<file path="src/rtl/alu_pkg.sv">
// Shared types for the bit-sliced ALU datapath: assembler/arranger state and index sizing.
package alu_pkg;

   typedef enum logic {
      COLLECT = 1'b0,
      HOLD    = 1'b1
   } asm_state_e;

   // Slice index width, never narrower than one bit.
   function automatic int unsigned idx_width(input int unsigned n);
      return (n < 2) ? 1 : $clog2(n);
   endfunction

endpackage

</file>
<file path="src/rtl/slice_index_map.sv">
// Maps a slice sequence number to its destination slot, honouring reversed slice order.
module slice_index_map
   import alu_pkg::*;
#(
   parameter int unsigned N_A = 2,
   parameter int unsigned IW  = idx_width(N_A)
) (
   input  logic [IW-1:0] idx_i,
   input  logic          rev_i,
   output logic [IW-1:0] slot_o
);

   localparam logic [IW-1:0] LAST = IW'(N_A - 1);

   assign slot_o = rev_i ? (LAST - idx_i) : idx_i;

endmodule

</file>
<file path="src/rtl/output_assembler.sv">
// Reassembles S-bit ALU slices into an N_A*S-bit result word with valid/ready on both sides.
// Define OUTPUT_ASSEMBLER_FLAGS_EN to build the zero/negative/carry flag registers.
module output_assembler
   import alu_pkg::*;
#(
   parameter int unsigned S   = 4,
   parameter int unsigned N_A = 2
) (
   input  logic             clk,
   input  logic             rst_n,
   input  logic             flush,
   input  logic             reverse,
   input  logic             slice_valid,
   output logic             slice_ready,
   input  logic [S-1:0]     slice_data,
   input  logic             slice_cout,
   output logic             result_valid,
   input  logic             result_ready,
   output logic [N_A*S-1:0] result,
   output logic             flag_z,
   output logic             flag_n,
   output logic             flag_c
);

   localparam int unsigned   W    = N_A * S;
   localparam int unsigned   IW   = idx_width(N_A);
   localparam logic [IW-1:0] LAST = IW'(N_A - 1);

   asm_state_e      state_q;
   logic [IW-1:0]   idx_q;
   logic            rev_q;
   logic [W-1:0]    acc_q;
   logic [W-1:0]    result_q;
   logic            valid_q;

   logic            accept;
   logic            complete;
   logic            rev_cur;
   logic [IW-1:0]   slot;
   logic [W-1:0]    word_d;

   assign slice_ready  = (state_q == COLLECT);
   assign accept       = slice_valid && slice_ready;
   assign complete     = accept && (idx_q == LAST) && !flush;
   // The first slice steers itself with the live reverse input; later slices use the latched copy.
   assign rev_cur      = (idx_q == '0) ? reverse : rev_q;

   slice_index_map #(
      .N_A (N_A),
      .IW  (IW)
   ) u_map (
      .idx_i  (idx_q),
      .rev_i  (rev_cur),
      .slot_o (slot)
   );

   always_comb begin
      word_d = acc_q;
      word_d[int'(slot)*S +: S] = slice_data;
   end

   always_ff @(posedge clk or negedge rst_n) begin
      if (!rst_n) begin
         state_q  <= COLLECT;
         idx_q    <= '0;
         rev_q    <= 1'b0;
         acc_q    <= '0;
         result_q <= '0;
         valid_q  <= 1'b0;
      end else if (flush) begin
         state_q  <= COLLECT;
         idx_q    <= '0;
         acc_q    <= '0;
         valid_q  <= 1'b0;
      end else begin
         case (state_q)
            COLLECT: begin
               if (accept) begin
                  if (idx_q == '0) rev_q <= reverse;
                  if (idx_q == LAST) begin
                     idx_q    <= '0;
                     acc_q    <= '0;
                     result_q <= word_d;
                     valid_q  <= 1'b1;
                     state_q  <= HOLD;
                  end else begin
                     idx_q    <= idx_q + IW'(1);
                     acc_q    <= word_d;
                  end
               end
            end
            HOLD: begin
               if (result_ready) begin
                  valid_q <= 1'b0;
                  state_q <= COLLECT;
               end
            end
            default: state_q <= COLLECT;
         endcase
      end
   end

   assign result       = result_q;
   assign result_valid = valid_q;

`ifdef OUTPUT_ASSEMBLER_FLAGS_EN
   logic nz_acc_q;
   logic flag_z_q;
   logic flag_n_q;
   logic flag_c_q;

   always_ff @(posedge clk or negedge rst_n) begin
      if (!rst_n) begin
         nz_acc_q <= 1'b0;
         flag_z_q <= 1'b0;
         flag_n_q <= 1'b0;
         flag_c_q <= 1'b0;
      end else if (flush) begin
         nz_acc_q <= 1'b0;
      end else if (complete) begin
         nz_acc_q <= 1'b0;
         flag_z_q <= ~(nz_acc_q | (|slice_data));
         flag_n_q <= word_d[W-1];
         flag_c_q <= slice_cout;
      end else if (accept) begin
         nz_acc_q <= nz_acc_q | (|slice_data);
      end
   end

   assign flag_z = flag_z_q;
   assign flag_n = flag_n_q;
   assign flag_c = flag_c_q;
`else
   logic unused_flag_inputs;
   assign unused_flag_inputs = slice_cout ^ complete;

   assign flag_z = 1'b0;
   assign flag_n = 1'b0;
   assign flag_c = 1'b0;
`endif

endmodule
</file>
<file path="config.mk">
export PLATFORM = sky130hd
export DESIGN_NAME = output_assembler
export DESIGN_NICKNAME = d
export VERILOG_FILES = /design/src/rtl/alu_pkg.sv /design/src/rtl/slice_index_map.sv /design/src/rtl/output_assembler.sv
export SDC_FILE = /design/constraint.sdc
export NUM_CORES = 1
export LEC_CHECK = 0
export ABC_AREA = 1
export BUFFER_PORTS_ARGS = -buffer_cell sky130_fd_sc_hd__buf_2
export CAP_MARGIN = 20
export CORE_ASPECT_RATIO = 0.5
export CORE_MARGIN = 2
export CORE_UTILIZATION = 35
export DETAILED_ROUTE_END_ITERATION = 8
export PLACE_DENSITY = 0.57
export SLEW_MARGIN = 10
export SYNTH_ARGS = -nofsm -noshare
export SYNTH_HDL_FRONTEND = slang
export SYNTH_SLANG_ARGS = --single-unit
</file>
<file path="constraint.sdc">
create_clock -name clk -period 2.69 [get_ports clk]
set_clock_uncertainty 0.05 [all_clocks]
set_input_delay 0.6725 -clock clk [delete_from_list [all_inputs] [get_ports clk]]
set_output_delay 0.6725 -clock clk [all_outputs]
set_load 0.01 [all_outputs]
</file>
== After elaboration in Yosys (flattened, before gate mapping) ==
Cells that the tools add are included.

* Register bits after elaboration: 20
* Input bits: 11
* Output and inout bits: 13
* Logic and storage cells: 44

* Add/subtract/negate cells: 3
* Equality and inequality tests: 4
* Shift operators: 2
* Multiplexer cells: 21
* Bitwise logic cells: 2
* Reduce and logical (&&, ||, !) cells: 6

{| class="wikitable"
|+ Operators with widths
! cell !! count
|-
| 3-bit negator with 34-bit output || 1
|-
| 4-bit by 34-bit variable shift with 8-bit output, first input constant || 1
|-
| 4-bit by 34-bit indexed part select with 8-bit output || 1
|-
| 8-bit 2-to-1 mux || 4
|-
| 1-bit 2-to-1 mux || 14
|-
| 8-bit bitwise mux || 1
|-
| 3-bit by 2-bit != test with 1-bit output, second input constant || 2
|-
| 3-bit AND reduction || 2
|-
| 1-bit case mux with 2 select lines || 2
|-
| 4-bit AND reduction || 1
|-
| 3-bit != test, second input constant || 1
|-
| 2-bit != test, second input constant || 1
|-
| 1-bit NOT || 2
|-
| 2-bit AND reduction || 1
|-
| 2-bit nonzero test || 1
|-
| 1-bit adder, second input constant || 1
|-
| 1-bit logical AND || 1
|-
| 1-bit subtractor, first input constant || 1
|}

== Longest topological paths before layout ==
Gate-level depths: netlist (run 1).

* Depth after elaboration: 9
* Depth in mapped cells: 6
* Gate-level depth less buffers: 6

== Hierarchy ==
A second synthesis (run 1) with hierarchy kept.

* Cells, all modules: 133
* Area total of the unflattened synthesis: 999.7 µm²

{| class="wikitable"
|+ Modules (own cells, without submodules)
! module !! instances !! cells each !! area an instance (µm²) !! seq. area each (µm²)
|-
| output_assembler || 1 || 128 || 980.9 || 500.5
|-
| slice_index_map || 1 || 5 || 18.8 || 0.0
|}

== Worst setup path after synthesis (run 1) ==
No wires, ideal clock.

* Path kind: input to register
* Start: in flush
* End: reg result_q[0] (netlist: result[0])
* Library setup time: 0.117 ns
* Arrival time: 1.099 ns
* Data required time: 2.523 ns
* Path slack: 1.424 ns
* Stages: 6
* Buffers on the path: 0
* Cell sequence: inv_2 nand2_4 nor2_8 inv_4 nand2_1 nand2_1

* Cells in the longest elaborated chain, start to end: 2

{| class="wikitable"
|+ RTL lines
! element !! RTL line !! source
|-
| from (decl) || output_assembler.sv:11 || <nowiki>input logic flush,</nowiki>
|-
| 1-bit NOT (no source line) || - ||
|-
| 4-bit AND reduction (no source line) || - ||
|-
| to (signal assigned) || output_assembler.sv:83 || <nowiki>result_q <= word_d;</nowiki>
|-
| to (decl) || output_assembler.sv:33 || <nowiki>logic [W-1:0] result_q;</nowiki>
|}

No other way between the ends.
A chain may end at the register's enable or synchronous reset.

== Final worst setup path (run 1) ==
* Start: reg state_q
* End: out slice_ready

* Cells in the longest elaborated chain, start to end: 1

{| class="wikitable"
|+ RTL lines
! element !! RTL line !! source
|-
| from (decl) || output_assembler.sv:29 || <nowiki>asm_state_e state_q;</nowiki>
|-
| from (signal assigned) || output_assembler.sv:64 || <nowiki>state_q <= COLLECT;</nowiki>
|-
| from (signal assigned) || output_assembler.sv:71 || <nowiki>state_q <= COLLECT;</nowiki>
|-
| from (signal assigned) || output_assembler.sv:85 || <nowiki>state_q <= HOLD;</nowiki>
|-
| 1-bit NOT (no source line) || - ||
|-
| to (decl) || output_assembler.sv:14 || <nowiki>output logic slice_ready,</nowiki>
|}

No other way between the ends.

==> implementation parameters, run 1 <==
Parameter                              Value

GRT
  Pin count of the biggest net entering global routing    21
  Number of antenna violations at the first check in global routing    0
  Number of global-route vias before repair    around 860
  Final global-route overflow total    0
  First-pass GRT wire length    about 3900 um
  Tot GR Track Use    0.152

Logic synthesis
  Most area-hungry cell type in the Yosys netlist    sky130_fd_sc_hd__dfrtp_1
  Count of different cell masters after synthesis    17
  Leading cell types by total area after synthesis    sky130_fd_sc_hd__dfrtp_1 49%, sky130_fd_sc_hd__nand3_1 16%, sky130_fd_sc_hd__nand2_1 14%
  Post-synthesis sequential element count    20
  Proportion of synthesized chip area in sequential cells    0.494
  Number of synthesis warnings    0
  Synthesized instance count    125
  Mean post-synth cell area    a little over 8 um2
  Yosys top cell area share    0.494
  Netlist area before placement    0.00101 mm2

Timing
  Final count of negative-setup-slack endpoints    0
  RSZ-0062 raised after global routing    no
  Worst Hold Slack    about 300 ps
  Final slew viol count    0
  Final setup TNS    0 ps
  Fin crit period    ~1700 ps
  Ratio of final minimum period to clock period    0.619
  Achievable frequency    approximately 0.60 GHz
  Hold Violations, Final    0

Clock network
  CTS Sinks    20
  Post-CTS setup buffer count    0
  Root buffer cell    sky130_fd_sc_hd__clkbuf_8
  Clock tree from TritonCTS    built
  Clock tree buffer depth    2
  Count of cells resized by post-cts repair    0
  Clock buffers created by TritonCTS    3
  Clock slew seen by the registers of the worst setup and hold paths    about 80 ps
  Number of levels in the clock H-tree    1
  Clock latency of the later-clocked register in the worst-skew pair    around 260 ps
  Number of buffers inserted for hold repair after clock tree synthesis    0

Setup path
  Type of element launching the critical path    flop
  CP Data Required Time    1970 ps
  Largest driver fanout on the critical path    5
  Critical path endpoint category    output port
  Arrival @ worst endpoint    between 900 and 1000 ps
  Worst r2r path cells    4
  Class of the most critical setup path    flop to output port

Floorplan
  Die extent in x    around 80 um
  Boundary Pins    24
  Floorplan die area    between 0.003 and 0.004 mm2
  Initial core utilization    0.380
  Core outline area    ~0.0027 mm2
  DIE HEIGHT    42.1 um
  Site Rows    13

Routing
  Routed wire per std cell    12.1 um
  Overall via count from detail_route    roughly 860
  Antenna Violating Nets Remaining    0
  Total wire length    between 2000 and 2500 um
  DR DRC count    0
  Initial drt markers    21
  Iteration count of the initial detailed-routing pass    4
  Via-to-Cell Ratio    ~4.7

Finish
  Antenna Diode Count    0
  Share of post-route cells with drive strength above 1    0.240
  Layout area overhead    16.8%
  Most common cell after layout, fill and taps aside    sky130_fd_sc_hd__nand2_1
  Post-route design area    around 0.0012 mm2
  Most frequent cells in the layout    38 x sky130_fd_sc_hd__nand2_1, 33 x sky130_fd_sc_hd__nand3_1, 20 x sky130_fd_sc_hd__dfrtp_1
  Filler cell count in the final layout    around 280
  Net count reported at finish    around 160

Flow run
  Number of violations of the max-capacitance limit    0

Power
  Power density over cell area    686 mW/mm2
  Worst IR Drop VDD    approximately 0.22 mV
  Leakage component of the power    0.000667 uW

Placement
  Count of input and output buffers    19
  Cell area after placement    around 0.0011 mm2
  Final HPWL from detailed placement    approximately 1500 um
  GPL Wtd Cong    slightly below 0.8

Status
  Result of the run    complete, no violations

Worst hold path
  Hold Path Class    primary input to async pin
-- stage by stage --
| stage | utilization | instances | worst slack, ps | power (uW) |
|---|---|---|---|---|
| 2_1_floorplan | - | 127 | 1420 | 513 |
| 3_3_place_gp | 0.423 | 179 | 1170 | 580 |
| 3_5_place_dp | 0.423 | 179 | 1160 | 584 |
| 4_1_cts | 0.444 | 183 | 1020 | 824 |
| 5_1_grt | 0.444 | 183 | 973 | 868 |
| 6_report | 0.444 | 183 | 1020 | 812 |
-- area by class of cell --
type,count,area [um2],share of cell area
clock buffers,4,55.1,0.0465
inverters,18,70.1,0.0592
multi-input cells,85,417,0.352
flip-flops and latches,20,500,0.423
well taps,37,46.3,0.0391
repair buffers,19,95.1,0.0803
-- cells in the mapped netlist --
cell type                 number
sky130_fd_sc_hd__nand2_2       3
sky130_fd_sc_hd__a21oi_2       1
sky130_fd_sc_hd__inv_1        14
sky130_fd_sc_hd__inv_4         1
sky130_fd_sc_hd__dfrtp_1      20
sky130_fd_sc_hd__nand3_1      33
sky130_fd_sc_hd__buf_4         3
sky130_fd_sc_hd__nor2_8        1
sky130_fd_sc_hd__nand2_1      38
sky130_fd_sc_hd__nand3_2       1
sky130_fd_sc_hd__o31ai_1       1
sky130_fd_sc_hd__conb_1        1
sky130_fd_sc_hd__nor2_4        1
sky130_fd_sc_hd__o21ai_0       2
sky130_fd_sc_hd__inv_2         3
sky130_fd_sc_hd__buf_6         1
sky130_fd_sc_hd__nand2_4       1
-- critical path, cell delays in order (launching register included) --
cell and delay, ps:
sky130_fd_sc_hd__dfrtp_1 390, sky130_fd_sc_hd__inv_2 130, sky130_fd_sc_hd__buf_2 150
-- power breakdown --
group | internal (uW) | total, uW | switching (uW) | leakage (uW)
Combinational | 72.7 | 195 | 122 | 0.000374
Clock | 131 | 235 | 105 | 0.0000288
Sequential | 354 | 382 | 28.3 | 0.000265
Total | 557 | 812 | 255 | 0.000667
-- per-layer routing --
metal,global-route usage,routed length [um],up-vias
met5,0,0,-
met4,0.0508,33,0
met3,0.0453,149,5
met2,0.243,964,23
met1,0.198,1070,393
li1,-,-,435
-- path summary, 6_finish.rpt --
| check | slack (ps) | end | start |
|---|---|---|---|
| setup / recovery | 1020 | slice_ready | state_q$_DFF_PN0_ |
| hold / removal | 300 | result[7]$_DFFE_PN0P_ | rst_n |
| setup reg to reg | 1410 | acc_q[2]$_DFFE_PN0P_ | idx_q$_DFFE_PN0P_ |
| hold reg to reg | 430 | result[5]$_DFFE_PN0P_ | result[5]$_DFFE_PN0P_ |
| max in group asynchronous | 1980 | result[5]$_DFFE_PN0P_ | rst_n |
| min in group clk | 430 | result[5]$_DFFE_PN0P_ | result[5]$_DFFE_PN0P_ |
-- flip-flops by register name, summed over array words and instances, names as in the netlist --
name	count
rev_q	1
result	8
result_valid	1
state_q	1
idx_q	1
acc_q	8
-- logic make-up (layout without fill, tap and decap cells) --
| group | count (synthesis) | after routing | share of synthesized area |
|---|---|---|---|
| AND/OR/NAND/NOR | 78 | 78 | 0.374 |
| buffers and inverters | 22 | 41 | 0.102 |
| flip-flops | 20 | 20 | 0.494 |
| AO/OA/AOI/OAI | 4 | 4 | 0.0259 |
| other | 1 | 3 | 0.00370 |
No activity file was read; power rests on OpenSTA's default activity.
==> run 2: changes to the inputs <==
- PLACE_DENSITY: 0.57 -> 0.59
- clock period: 2.69 -> 1.44 ns (I/O delays scaled with it)
==> implementation parameters, run 2 (synthesized netlist as in run 1, its figures left out) <==
Parameter                              Value

Power
  Worst IR Drop VDD    0.460 mV
  Leakage component of the power    approximately 0.00067 uW
  Internal power    1040 uW
  Clock Power Share    0.290
  Combinational group share of total power    0.238
  Net switching share of the total power    0.312
  Net load switching power    472 uW
  Sequential share of power    0.472
  Power density over cell area    approximately 1300 mW/mm2

Clock network
  CTS Sinks    20
  Clock latency of the later-clocked register in the worst-skew pair    260 ps
  Clock tree from TritonCTS    built
  Clock buffers created by TritonCTS    3
  Post-CTS setup buffer count    0
  Clock slew seen by the registers of the worst setup and hold paths    roughly 80 ps
  Number of buffers inserted for hold repair after clock tree synthesis    0
  Clock tree buffer depth    2
  Root buffer cell    sky130_fd_sc_hd__clkbuf_8
  Count of cells resized by post-cts repair    0
  Number of levels in the clock H-tree    1

Finish
  FF+latch area    500 um2
  Most common cell after layout, fill and taps aside    sky130_fd_sc_hd__nand2_1
  Filler cell count in the final layout    between 200 and 300
  Layout area overhead    16.8%
  Most frequent cells in the layout    38 x sky130_fd_sc_hd__nand2_1, 33 x sky130_fd_sc_hd__nand3_1, 20 x sky130_fd_sc_hd__dfrtp_1
  Combined area of the multi-input logic cells    between 400 and 500 um2
  Net count reported at finish    between 150 and 200
  Share of post-route cells with drive strength above 1    0.240
  Antenna Diode Count    0

Floorplan
  DIE HEIGHT    around 42 um
  Floorplan die area    about 0.0034 mm2
  Die extent in x    approximately 80 um
  Initial core utilization    0.380
  Site Rows    13
  Boundary Pins    24
  Core outline area    roughly 0.0027 mm2

Status
  Result of the run    complete, but fails checks
  Violated checks    negative hold slack

Setup path
  Worst path depth    2
  WP buf/inv    2
  Worst path slowest cell    sky130_fd_sc_hd__dfrtp_1
  Cell breakdown of the critical path    inv_2 > buf_2
  Worst r2r path cells    5
  Critical path endpoint category    output port
  CP peak stage delay    390 ps
  Largest driver fanout on the critical path    5
  CP Data Required Time    1030 ps
  Type of element launching the critical path    flop
  Category of cells accounting for the largest share of critical-path delay    flip-flops
  Arrival @ worst endpoint    about 920 ps
  Worst reg2reg path startpoint    idx_q$_DFFE_PN0P_
  Critical path startpoint    state_q$_DFF_PN0_
  Class of the most critical setup path    flop to output port

Timing
  Final count of negative-setup-slack endpoints    0
  Final slew viol count    0
  Achievable frequency    around 0.75 GHz
  Post-layout worst setup margin    roughly 110 ps
  Hold Violations, Final    20
  Ratio of final minimum period to clock period    0.926
  Final setup TNS    0 ps
  RSZ-0062 raised after global routing    no
  Fin crit period    1330 ps
  Worst Hold Slack    -10.9 ps

GRT
  Final global-route overflow total    0
  Number of antenna violations at the first check in global routing    0
  Number of global-route vias before repair    747
  Tot GR Track Use    0.140
  First-pass GRT wire length    3520 um
  Pin count of the biggest net entering global routing    21

Placement
  GPL Wtd Cong    0.714
  Final HPWL from detailed placement    ~1500 um
  Worst setup slack after placement    between 150 and 200 ps
  Count of input and output buffers    19

Worst hold path
  Hold Path Class    primary input to async pin

Routing
  DR DRC count    0
  Antenna Violating Nets Remaining    0
  Routed wire per std cell    ~12 um
  Iteration count of the initial detailed-routing pass    4
  Initial drt markers    between 60 and 70
  Overall via count from detail_route    roughly 860
  Via-to-Cell Ratio    between 4 and 5
  Total wire length    ~2100 um

Flow run
  Number of violations of the max-capacitance limit    0
-- run 2: cell counts in the layout (fill, tap and decap cells not counted) --
Identical to the previous run, type by type.
-- run 2: power groups by stage --
stage / Combinational, uW / Clock, uW / Sequential, uW
after floorplan: 203 / 0 / 755
after global placement: 356 / 0 / 725
after detailed placement: 364 / 0 / 725
after CTS: 367 / 452 / 715
after global routing: 411 / 471 / 729
final: 359 / 439 / 714
-- run 2: final timing paths --
check                      slack, ps               endpoint
setup reg to reg                 190  result[4]$_DFFE_PN0P_
min in group clk                 230      state_q$_DFF_PN0_
hold reg to reg                  420  result[1]$_DFFE_PN0P_
hold / removal                   -10  result[2]$_DFFE_PN0P_
setup / recovery                 110            slice_ready
max in group asynchronous       1030  result[1]$_DFFE_PN0P_
-- run 2: layout make-up --
| class | instances | share of cell area |
|---|---|---|
| Multi-Input combinational cell | 85 | 0.352 |
| Sequential cell | 20 | 0.423 |
| Inverter | 18 | 0.0592 |
| Timing Repair Buffer | 19 | 0.0803 |
| Tap cell | 37 | 0.0391 |
| Clock buffer | 4 | 0.0465 |
-- run 2: metrics by stage --
stage	instance area [um2]	total power (uW)	hold slack (ps)	utilization	std cells
after global placement	1130	1080	287	0.423	179
final	1180	1510	-10.9	0.444	183
after CTS	1180	1530	6.38	0.444	183
after detailed placement	1130	1090	295	0.423	179
after floorplan	1020	958	14.4	-	127
after global routing	1180	1610	22.8	0.444	183
-- run 2: metal layers --
| metal | wire length, um | share of wire | GRT usage |
|---|---|---|---|
| met1 | 1100 | 0.51 | 0.193 |
| met2 | 897 | 0.42 | 0.207 |
| met3 | 138 | 0.064 | 0.0539 |
| met4 | 11 | 0.0051 | 0.0407 |
| met5 | 0 | 0 | 0 |
-- run 2: worst reg2reg max path: stages, from the launching register on --
cell and delay [ps]:
sky130_fd_sc_hd__dfrtp_1 510, sky130_fd_sc_hd__nand2_2 140, sky130_fd_sc_hd__nor2_8 220, sky130_fd_sc_hd__inv_4 100
sky130_fd_sc_hd__nand2_1 70, sky130_fd_sc_hd__nand2_1 50
